===== src/rtl/dcache_snoop_responder.sv =====
// Snoop responder for a two-word-block data cache.
// Handles one bus snoop at a time: it looks up the line, writes it back if dirty, then invalidates or cleans it.
module dcache_snoop_responder #(
  parameter int CPUID     = 0,
  parameter int BLK_WORDS = 2
) (
  input  logic        CLK,
  input  logic        RST,
  input  logic        ccwait,
  input  logic        ccinv,
  input  logic [31:0] ccsnoopaddr,
  input  logic        dwait,
  input  logic        lkp_hit,
  input  logic        lkp_dirty,
  input  logic        lkp_way,
  input  logic [25:0] lkp_tag,
  input  logic [31:0] blk_word0,
  input  logic [31:0] blk_word1,
  output logic [31:0] lkp_addr,
  output logic        dWEN,
  output logic [31:0] daddr,
  output logic [31:0] dstore,
  output logic        inv_en,
  output logic        clean_en,
  output logic        cache_stall,
  output logic        snoop_done
);

  typedef enum logic [2:0] {IDLE, LOOKUP, WB0, WB1, FINISH} state_t;

  state_t      state;
  logic [31:0] snoop_addr;
  logic        snoop_inv;
  logic        way;
  logic [25:0] tag;
  logic [31:0] word0;
  logic [31:0] word1;

  // The matched way is held only for the cache side; this logic never reads it back.
  logic unused_ok;
  assign unused_ok = ^{way, 32'(CPUID), 32'(BLK_WORDS)};

  // A snoop request wins over the cache's own traffic in the very cycle it arrives.
  assign cache_stall = ~RST & ((state != IDLE) | ccwait);
  assign lkp_addr    = (state == IDLE) ? 32'd0 : snoop_addr;

  always_ff @(posedge CLK or posedge RST) begin
    if (RST) begin
      state      <= IDLE;
      snoop_addr <= 32'd0;
      snoop_inv  <= 1'b0;
      way        <= 1'b0;
      tag        <= 26'd0;
      word0      <= 32'd0;
      word1      <= 32'd0;
      dWEN       <= 1'b0;
      daddr      <= 32'd0;
      dstore     <= 32'd0;
      inv_en     <= 1'b0;
      clean_en   <= 1'b0;
      snoop_done <= 1'b0;
    end else begin
      dWEN       <= 1'b0;
      daddr      <= 32'd0;
      dstore     <= 32'd0;
      inv_en     <= 1'b0;
      clean_en   <= 1'b0;
      snoop_done <= 1'b0;
      case (state)
        IDLE: begin
          if (ccwait) begin
            snoop_addr <= ccsnoopaddr;
            snoop_inv  <= ccinv;
            state      <= LOOKUP;
          end
        end
        LOOKUP: begin
          way   <= lkp_way;
          tag   <= lkp_tag;
          word0 <= blk_word0;
          word1 <= blk_word1;
          if (lkp_hit && lkp_dirty) begin
            state  <= WB0;
            dWEN   <= 1'b1;
            daddr  <= {lkp_tag, snoop_addr[5:3], 3'b000};
            dstore <= blk_word0;
          end else begin
            // A dirty hit never reaches here, so only the invalidate pulse is possible.
            state      <= FINISH;
            snoop_done <= 1'b1;
            inv_en     <= lkp_hit & snoop_inv;
          end
        end
        WB0: begin
          dWEN <= 1'b1;
          if (dwait) begin
            daddr  <= {tag, snoop_addr[5:3], 3'b000};
            dstore <= word0;
          end else begin
            state  <= WB1;
            daddr  <= {tag, snoop_addr[5:3], 3'b100};
            dstore <= word1;
          end
        end
        WB1: begin
          if (dwait) begin
            dWEN   <= 1'b1;
            daddr  <= {tag, snoop_addr[5:3], 3'b100};
            dstore <= word1;
          end else begin
            // Written-back line: BusRdX drops it, BusRd demotes it to shared.
            state      <= FINISH;
            snoop_done <= 1'b1;
            inv_en     <= snoop_inv;
            clean_en   <= ~snoop_inv;
          end
        end
        FINISH:  state <= IDLE;
        default: state <= IDLE;
      endcase
    end
  end

endmodule


===== config.mk =====
export PLATFORM = sky130hd
export DESIGN_NAME = dcache_snoop_responder
export DESIGN_NICKNAME = d
export VERILOG_FILES = /design/src/rtl/dcache_snoop_responder.sv
export SDC_FILE = /design/constraint.sdc
export NUM_CORES = 1
export LEC_CHECK = 0
export ABC_AREA = 1
export BUFFER_PORTS_ARGS = -buffer_cell sky130_fd_sc_hd__buf_4
export CORE_ASPECT_RATIO = 1.75
export CORE_MARGIN = 5
export CORE_UTILIZATION = 55
export CTS_CLUSTER_DIAMETER = 200
export CTS_CLUSTER_SIZE = 10
export DETAILED_ROUTE_END_ITERATION = 10
export PLACE_DENSITY = 0.83
export SYNTH_ARGS = -nofsm -noshare
export SYNTH_HDL_FRONTEND = slang
export SYNTH_SLANG_ARGS = --single-unit

===== constraint.sdc =====
create_clock -name CLK -period 11.6 [get_ports CLK]
set_clock_uncertainty 0.05 [all_clocks]
set_input_delay 1.16 -clock CLK [delete_from_list [all_inputs] [get_ports CLK]]
set_output_delay 1.16 -clock CLK [all_outputs]
set_load 0.05 [all_outputs]

Yosys cells after proc, flatten, opt, wreduce, memory -nomap -nowiden
Cells that the tools add are included.
- bitwise logic cells: 5
- equal/unequal tests: 6
- reduce and logical (&&, ||, !) cells: 5
- multiplexer cells: 25
- operator list (cell ; count):
    $mux 32 ; 6
    $pmux 32 s3 ; 2
    $mux 3 ; 5
    $pmux 3 s4 ; 1
    $mux 1 ; 8
    $eq 3x2->1 const B ; 2
    $ne 2x2->1 const B ; 3
    $pmux 1 s2 ; 2
    $eq 3x1->1 const B ; 1
    $logic_not 3->1 ; 1
    $pmux 1 s3 ; 1
    $reduce_and 3->1 ; 1
    $reduce_bool 3->1 ; 1
    $and 1x1->1 ; 2
    $not 1->1 ; 2
    $reduce_and 2->1 ; 1
    $logic_and 1x1->1 ; 1
    $or 1x1->1 ; 1
- bits of input ports: 130
- flip-flop bits (word level): 194
- logic and storage cells: 53
- output and inout bits: 101

Depth between registers and ports, before layout
Gate-level depths: netlist (run 1).
- depth after elaboration: 3
- gate-level depth with buffers: 8
- mapped depth without buffers: 6

Least setup slack after synthesis (run 1)
No wires, ideal clock.
- path type: input to output
- start point: in RST
- end point: out cache_stall
- setup slack: 4.639 ns
- buffers on the path: 0
- arrival: 5.751 ns
- data required time: 10.390 ns
- stages: 3
- path through: inv_1 -> nand2_1 -> inv_1
- longest elaborated chain between the ends: 2
- RTL lines (item ; line ; RTL):
    start: declaration ; 8 ; input logic RST,
    $not 1->1 ; 44 ; assign cache_stall = ~RST & ((state != IDLE) | ccwait);
    $and 1x1->1 ; 44 ;
    end: declaration ; 25 ; output logic cache_stall,
Every way passes these cells.

Worst setup path in the final report (run 1)
Ends and elaborated chain as after synthesis.

==> results.txt, run 1 <==
The flow ran to the end, and the final reports show no timing, DRC or antenna violations. The via count of the first global-routing pass came out at 7286. The first global-routing pass estimated 36600 microns of wire.

In this run the tool buffered the top-level ports with 227 buffer cells. The tightest min-delay check is of the flop to flop type. The fraction of power spent switching nets is 46.0%.

The share of the Yosys chip area taken by registers is 56.9%. The ratio of cells with drive above 1 in the final layout is 22.2%. Across all layers, the routed design uses 7556 vias.

The number of buffers added to fix hold violations after cts came out at 0. The worst setup path is captured at an output port. The later pin in the worst-skew pair is clocked with a latency of 0.42 ns. Across every metal layer, demand over resource in global routing totals 24.6%. Summed over its instances, the top area cell type makes up 56.9% of the synthesized netlist area.

The area growth from synthesis to layout is 26.6%. The placeable core region came out at 0.0152 sq mm. The combined area of all synthesized cells is 0.00844 sq mm. At the end of routability-driven placement, the weighted congestion stood at 0.839. Row generation in the floorplan step produced 60 rows. The wire length reported by the detailed router is 22200 microns. The number of warning messages in the yosys log came out at 0. The power share of the clock group is 19.5%. The register share of total power came out at 36.2%. The top-level port count is 231. Among all stages on the critical path, the largest delay is contributed by inv_8. After layout, the minimum clock period comes to 3.50 ns.

Entering global routing, the biggest net connects 115 pins. In this run the clock root is driven by a clkbuf_16. Once the clock tree was built, the setup fixing pass inserted 0 buffers. The average vias per placed instance is 5.31. The combinational share of power came out at 44.3%.

The total net switching power came out at 1390 uW. The synthesized instance count came out at 1045. The chip width is 104 microns.

The post-route fraction of the period consumed by the critical path is 30.2%. The effective utilization at floorplan came out at 55.4%. The area of the die is 0.0180 sq mm.

The aggregate negative setup slack is 0 ns. The number of endpoints with negative hold slack in the final report came out at 0. Ranked by total cell area, the synthesized netlist is headed by dfrtp_1, nand2_1, nand3_1. The count of cells resized by post-cts repair came out at 0. The worst setup path is launched from an input pin.

The synthesis-stage register bit count is 192. The leftover overflow at the end of global routing came out at 0. The leakage power of the design came out at 0.00584 uW. Counting the buffers created by CTS gives 17. The worst register-to-register path begins at state[1]. The average detailed-routed wire length per instance came out at 15.6 microns.

The max-slew violation count is 0. In the layout the commonest cells are nand2_1, buf_4, nand3_1, dfrtp_1, inv_1. The final-layout worst hold slack is 0.424 ns. The number of setup violations in the final report came out at 0. The arrival time reported for the critical path endpoint came out at 2.29 ns. The worst setup slack before clock tree synthesis came out at 8.10 ns. The initial antenna violation count is 0. The violation count after the first detailed-route iteration came out at 464. The number of buffers between clock root and the deepest sink came out at 2.

The number of levels the H-tree was split into is 4. Across all setup checks in the final design, the least slack found is 8.10 ns. The peak clock frequency supported by timing came out at 286 MHz. The biggest area contributor in the post-synthesis netlist is dfrtp_1.

The stage delay of the slowest cell on the critical path came out at 0.48 ns. The number of antenna cells inserted came out at 0. In this run the mean area of a mapped cell was 8.07 sq um. In this run the vertical extent of the chip is 174 microns. The count of distinct cell types in the synthesized netlist is 17.

Power spread over the standard cell area amounts to 284 mW/mm^2. The final core utilization is 70.1%. In this run the worst path has a maximum fanout of 114. Setup repair after global routing left no endpoint under its margin. The cell repeated most along the worst path is buf_4. The clock transition at the registers of the reported paths is 0.07 ns.

The leading cell type in the layout, fill and taps excluded is nand2_1. After the last flow step, the layout net total stands at 1354. The number of clock sinks is 192. For the pin with the worst max-slew slack, the measured transition is 1.16 ns. Walking the worst path, the cells encountered are buf_4, inv_8, nand2_1, inv_1, buf_4.

The number of search-and-repair iterations in the first detailed-routing pass is 5. TritonCTS built the clock tree. The largest vdd supply drop is 0.000140 V. The hold path startpoint is snoop_addr[29].

The data required time of the critical path is 10.39 ns. The post-route DRC violation count is 0. The design internal power came out at 1640 uW.

The HPWL after detailed placement is 13900 microns. The setup path with the least slack is of type input pin to output port. The reported max-cap violation count came out at 0. The remaining number of nets flagged by the antenna check after routing came out at 0. The origin of the worst setup path is RST. The relative slew slack is 22.9%.
-- layer usage --
layer | vias to the layer above | part of all wire (%) | wire length [microns] | global-route usage [%]
li1 | 3646 | - | - | -
met1 | 3598 | 38 | 8470 | 29.4
met2 | 266 | 52 | 11500 | 42.0
met3 | 46 | 6.4 | 1420 | 6.04
met4 | 0 | 3.6 | 788 | 10.2
met5 | - | 0 | 0 | 0
-- cell families after synthesis --
kind of cell           share of synthesized area, %
other                                        0.0444
DFF                                            56.9
and+or+nand+nor                                32.9
AOI/OAI and AO/OA                              2.85
buffers and inverters                          7.27
-- power groups by stage --
| stage | sequential, uW | clock [uW] | combinational (uW) |
|---|---|---|---|
| 6_report | 1100 | 589 | 1340 |
| 5_1_grt | 1130 | 627 | 1470 |
| 4_1_cts | 1090 | 598 | 1360 |
| 3_5_place_dp | 1100 | 0 | 1350 |
| 3_3_place_gp | 1090 | 0 | 1320 |
| 2_1_floorplan | 1300 | 0 | 777 |
-- critical path: cells and delay by family --
family,cells,cell delay [ns]
simple gates,1,0.12
buf+inv,4,0.89
-- final timing paths --
kind                       cells past startpoint              to  slack, ns
max                                            5     cache_stall       8.10
min                                            2  snoop_addr[29]       0.42
max reg2reg                                    6       daddr[13]       8.24
min reg2reg                                    2  snoop_addr[29]       0.42
max in group asynchronous                      3        state[1]       9.14
min in group asynchronous                      2  snoop_addr[23]       0.79
-- stage by stage --
stage | std cells | total power (uW) | cell area (sq um)
global placement | 1391 | 2410 | 10100
global route | 1423 | 3230 | 10700
detailed placement | 1391 | 2450 | 10100
finish | 1423 | 3030 | 10700
CTS | 1423 | 3050 | 10700
floorplan | 1046 | 2080 | 8440
-- sequential cells by signal (all words and copies together), names as in the netlist --
register and cells:
state 3, snoop_done 1, inv_en 1, dWEN 1, daddr 30, dstore 32
tag 26, snoop_inv 1, snoop_addr 32, clean_en 1, word0 32, word1 32
-- synthesized netlist by cell type --
cell and n:
buf_4 11, conb_1 1, dfrtp_1 192, nand2_1 411
buf_1 3, nand3_1 210, buf_2 28, clkbuf_1 29
inv_1 60, nand3_2 1, nor2_2 2, nand4_1 2
buf_6 2, o21ai_1 2, o21ai_0 46, nor2_1 39
inv_2 6
-- layout make-up --
type / instances / area [sq um]
well taps: 186 / 233
clock buffers: 17 / 425
inverters: 66 / 258
clock inverters: 15 / 173
multi-input cells: 715 / 3040
fillers: 1217 / 4560
flip-flops and latches: 192 / 4800
repair buffers: 232 / 1740
Power figures use the tool's default switching activity.
==> inputs of run 2 (changes only) <==
--- a/config.mk
+++ b/config.mk
@@ -9,11 +9,11 @@
 export BUFFER_PORTS_ARGS = -buffer_cell sky130_fd_sc_hd__buf_4
 export CORE_ASPECT_RATIO = 1.75
 export CORE_MARGIN = 5
-export CORE_UTILIZATION = 55
+export CORE_UTILIZATION = 47
 export CTS_CLUSTER_DIAMETER = 200
 export CTS_CLUSTER_SIZE = 10
 export DETAILED_ROUTE_END_ITERATION = 10
-export PLACE_DENSITY = 0.83
+export PLACE_DENSITY = 0.76
 export SYNTH_ARGS = -nofsm -noshare
 export SYNTH_HDL_FRONTEND = slang
 export SYNTH_SLANG_ARGS = --single-unit
==> constraint.sdc (replaced) <==
create_clock -name CLK -period 3 [get_ports CLK]
set_clock_uncertainty 0.05 [all_clocks]
set_input_delay 0.3 -clock CLK [delete_from_list [all_inputs] [get_ports CLK]]
set_output_delay 0.3 -clock CLK [all_outputs]
set_load 0.05 [all_outputs]
==> results.txt, run 2 (synthesis results as in run 1) <==
The effective utilization at floorplan came out at 47.2% (-8.2 points). The power density normalized to cell area is 1080 mW/mm^2 (+280%). The number of buffers inserted during clock tree synthesis is 17 (unchanged). Subtracting the final worst setup slack from the clock period gives 2.41 ns. The violation count after the first detailed-route iteration is 667 (+44%). The depth of the worst register-to-register path was 6 (unchanged). The chip width is 111 microns (+7.4%). The number of search-and-repair iterations in the first detailed-routing pass came out at 5 (unchanged). In this design, the largest share of critical-path delay is due to simple AND/OR/NAND/NOR gates. The pin count of the biggest net entering global routing came out at 151 (+31%). The later-pin clock latency in the skew report is 0.43 ns (about the same). The average vias per placed instance is 5.13 (-3.4%). In the layout the commonest cells are nand2_1, buf_4, nand3_1, dfrtp_1, inv_1. The buffer type at the clock tree root is clkbuf_16. The global-route total usage across every layer came out at 22.1% (-2.5 points). The number of clock sinks came to 192 (unchanged). The wire length reported by the detailed router was 23100 microns (+4.4%). Leaving out fill and tap cells, the most frequent cell in the layout is nand2_1.

The post-route fraction of the period consumed by the critical path is 80.5%. The data required time of the critical path was 2.65 ns (-7.74 ns). Traced cell by cell, the critical path runs through nor2_2, inv_1, nor2_4, buf_12, nor2_1, buf_4. The worst setup slack for register-to-register paths is 1.09 ns (-7.15 ns). The initial antenna violation count came to 2 (+2). The aggregate negative setup slack came out at 0 ns (unchanged). The largest fanout on the critical path came out at 50 (-56%). The number of placement rows is 65 (+8.3%). The flow ran to the end, and the final reports show no timing, DRC or antenna violations. The worst setup path is captured at an output port. The depth of the worst hold-timing path came out at 3 (+1). The vertical die dimension came out at 187 microns (+7.7%). The arrival time reported for the critical path endpoint came out at 2.06 ns (-0.23 ns). The remaining number of nets flagged by the antenna check after routing came out at 0 (unchanged).

The stage delay of the slowest cell on the critical path came out at 0.45 ns (-0.03 ns). The reported max-cap violation count is 0 (unchanged). The leakage power of the design is 0.00594 uW (+1.8%). The filler cell count came out at 1569 (+29%). The relative slew slack came out at 38.0% (+15 points). The via count of the first global-routing pass came out at 7505 (+3.0%). The ratio of cells with drive above 1 in the final layout is 22.4% (+0.17 points). The post-CTS setup buffer count was 0 (unchanged). The worst-case hold path end point is word0[26]. In this run the most critical hold path is launched from blk_word0[26]. The top-level port count came out at 231 (unchanged). The number of endpoints with negative hold slack in the final report came out at 0 (unchanged). The number of buffers between clock root and the deepest sink is 2 (unchanged).

The placeable core region is 0.0179 sq mm (+17%). The peak clock frequency supported by timing came out at 414 MHz. The count of cells resized by post-cts repair is 0 (unchanged). The storage element area came to 0.00480 sq mm (unchanged). The number of input and output port buffers inserted came out at 227 (unchanged). The area of the die is 0.0208 sq mm (+16%). The startpoint type of the worst setup path is a flop. For this design, the slowest cell found on the critical path is dfrtp_1. The global-route wire length before repair was 37600 microns (+2.7%). The worst register-to-register path ends at daddr[4]. The number of vias in the routed layout is 7660 (+1.4%). The number of levels the H-tree was split into came to 4 (unchanged).

The clock transition at the registers of the reported paths is 0.07 ns (about the same). The number of buffers added to fix hold violations after cts came out at 14 (+14). The max-slew violation count is 0 (unchanged). The leftover overflow at the end of global routing is 0 (unchanged). The area of the multi-input gates was 0.00304 sq mm (-0.25%).

TritonCTS built the clock tree. The overall power came out at 11900 uW (+290%). The average detailed-routed wire length per instance is 15.5 microns (-0.53%).

The HPWL after detailed placement came out at 14700 microns (+5.8%). The worst flop-to-flop path startpoint is state[1]. The area growth from synthesis to layout came out at 30.4%. The net count of the finished layout is 1377 (+1.7%).

The largest vdd supply drop came to 0.000524 V (+270%). The number of setup violations in the final report came out at 0 (unchanged). The placer's final routability congestion estimate is 0.816 (-2.8%). The post-route DRC violation count came out at 0 (unchanged). The path type of the worst setup path is flop to output port. The transition time at the pin with the least slew margin came out at 0.929 ns (-0.227 ns). The worst hold path belongs to the class input pin to flop.

The count of buffer and inverter cells on the critical path came out at 3 (-1). The final core utilization is 61.5% (-8.6 points). Setup repair after global routing left no endpoint under its margin.
## run 2: metrics by stage
step	hold slack, ns	instance area (sq um)	std cells	setup slack, ns
4_1_cts	0.000643	11000	1493	0.565
5_1_grt	0.00537	11000	1494	0.464
3_3_place_gp	0.404	10300	1448	1.07
2_1_floorplan	0.360	8440	1046	-0.804
3_5_place_dp	0.408	10300	1448	1.03
6_report	0.0204	11000	1494	0.586
## run 2: worst max-delay path by stage
stage | startpoint | to | cells past startpoint
detailed placement | state[2] | lkp_addr[7] | 6
floorplan | RST | cache_stall | 3
global route | state[2] | lkp_addr[30] | 6
CTS | state[2] | lkp_addr[7] | 6
global placement | state[2] | lkp_addr[25] | 6
finish | state[2] | lkp_addr[30] | 6
## run 2: metal layers
layer	up-vias	global-route usage [%]	wire, microns
met5	-	0	20
met4	2	9.09	573
met3	39	4.01	1190
met2	254	38.7	12200
met1	3675	26.7	9150
li1	3690	-	-
## run 2: power breakdown
group | internal (uW) | switching (uW) | total [uW]
registers | 3660 | 596 | 4260
clock network | 1340 | 995 | 2330
logic | 1560 | 3740 | 5300
total | 6560 | 5330 | 11900
## run 2: layout make-up
cell class	instances	share of cell area, %
Antenna cell	1	0.0227
Clock buffer	19	4.02
Clock inverter	12	1.47
Inverter	66	2.31
Multi-Input combinational cell	715	27.6
Sequential cell	192	43.7
Tap cell	234	2.66
Timing Repair Buffer	255	18.3
## run 2: worst min-delay path: cells and delay by family
family | cells | cell delay [ns]
buf+inv | 1 | 0.08
simple gates | 2 | 0.08
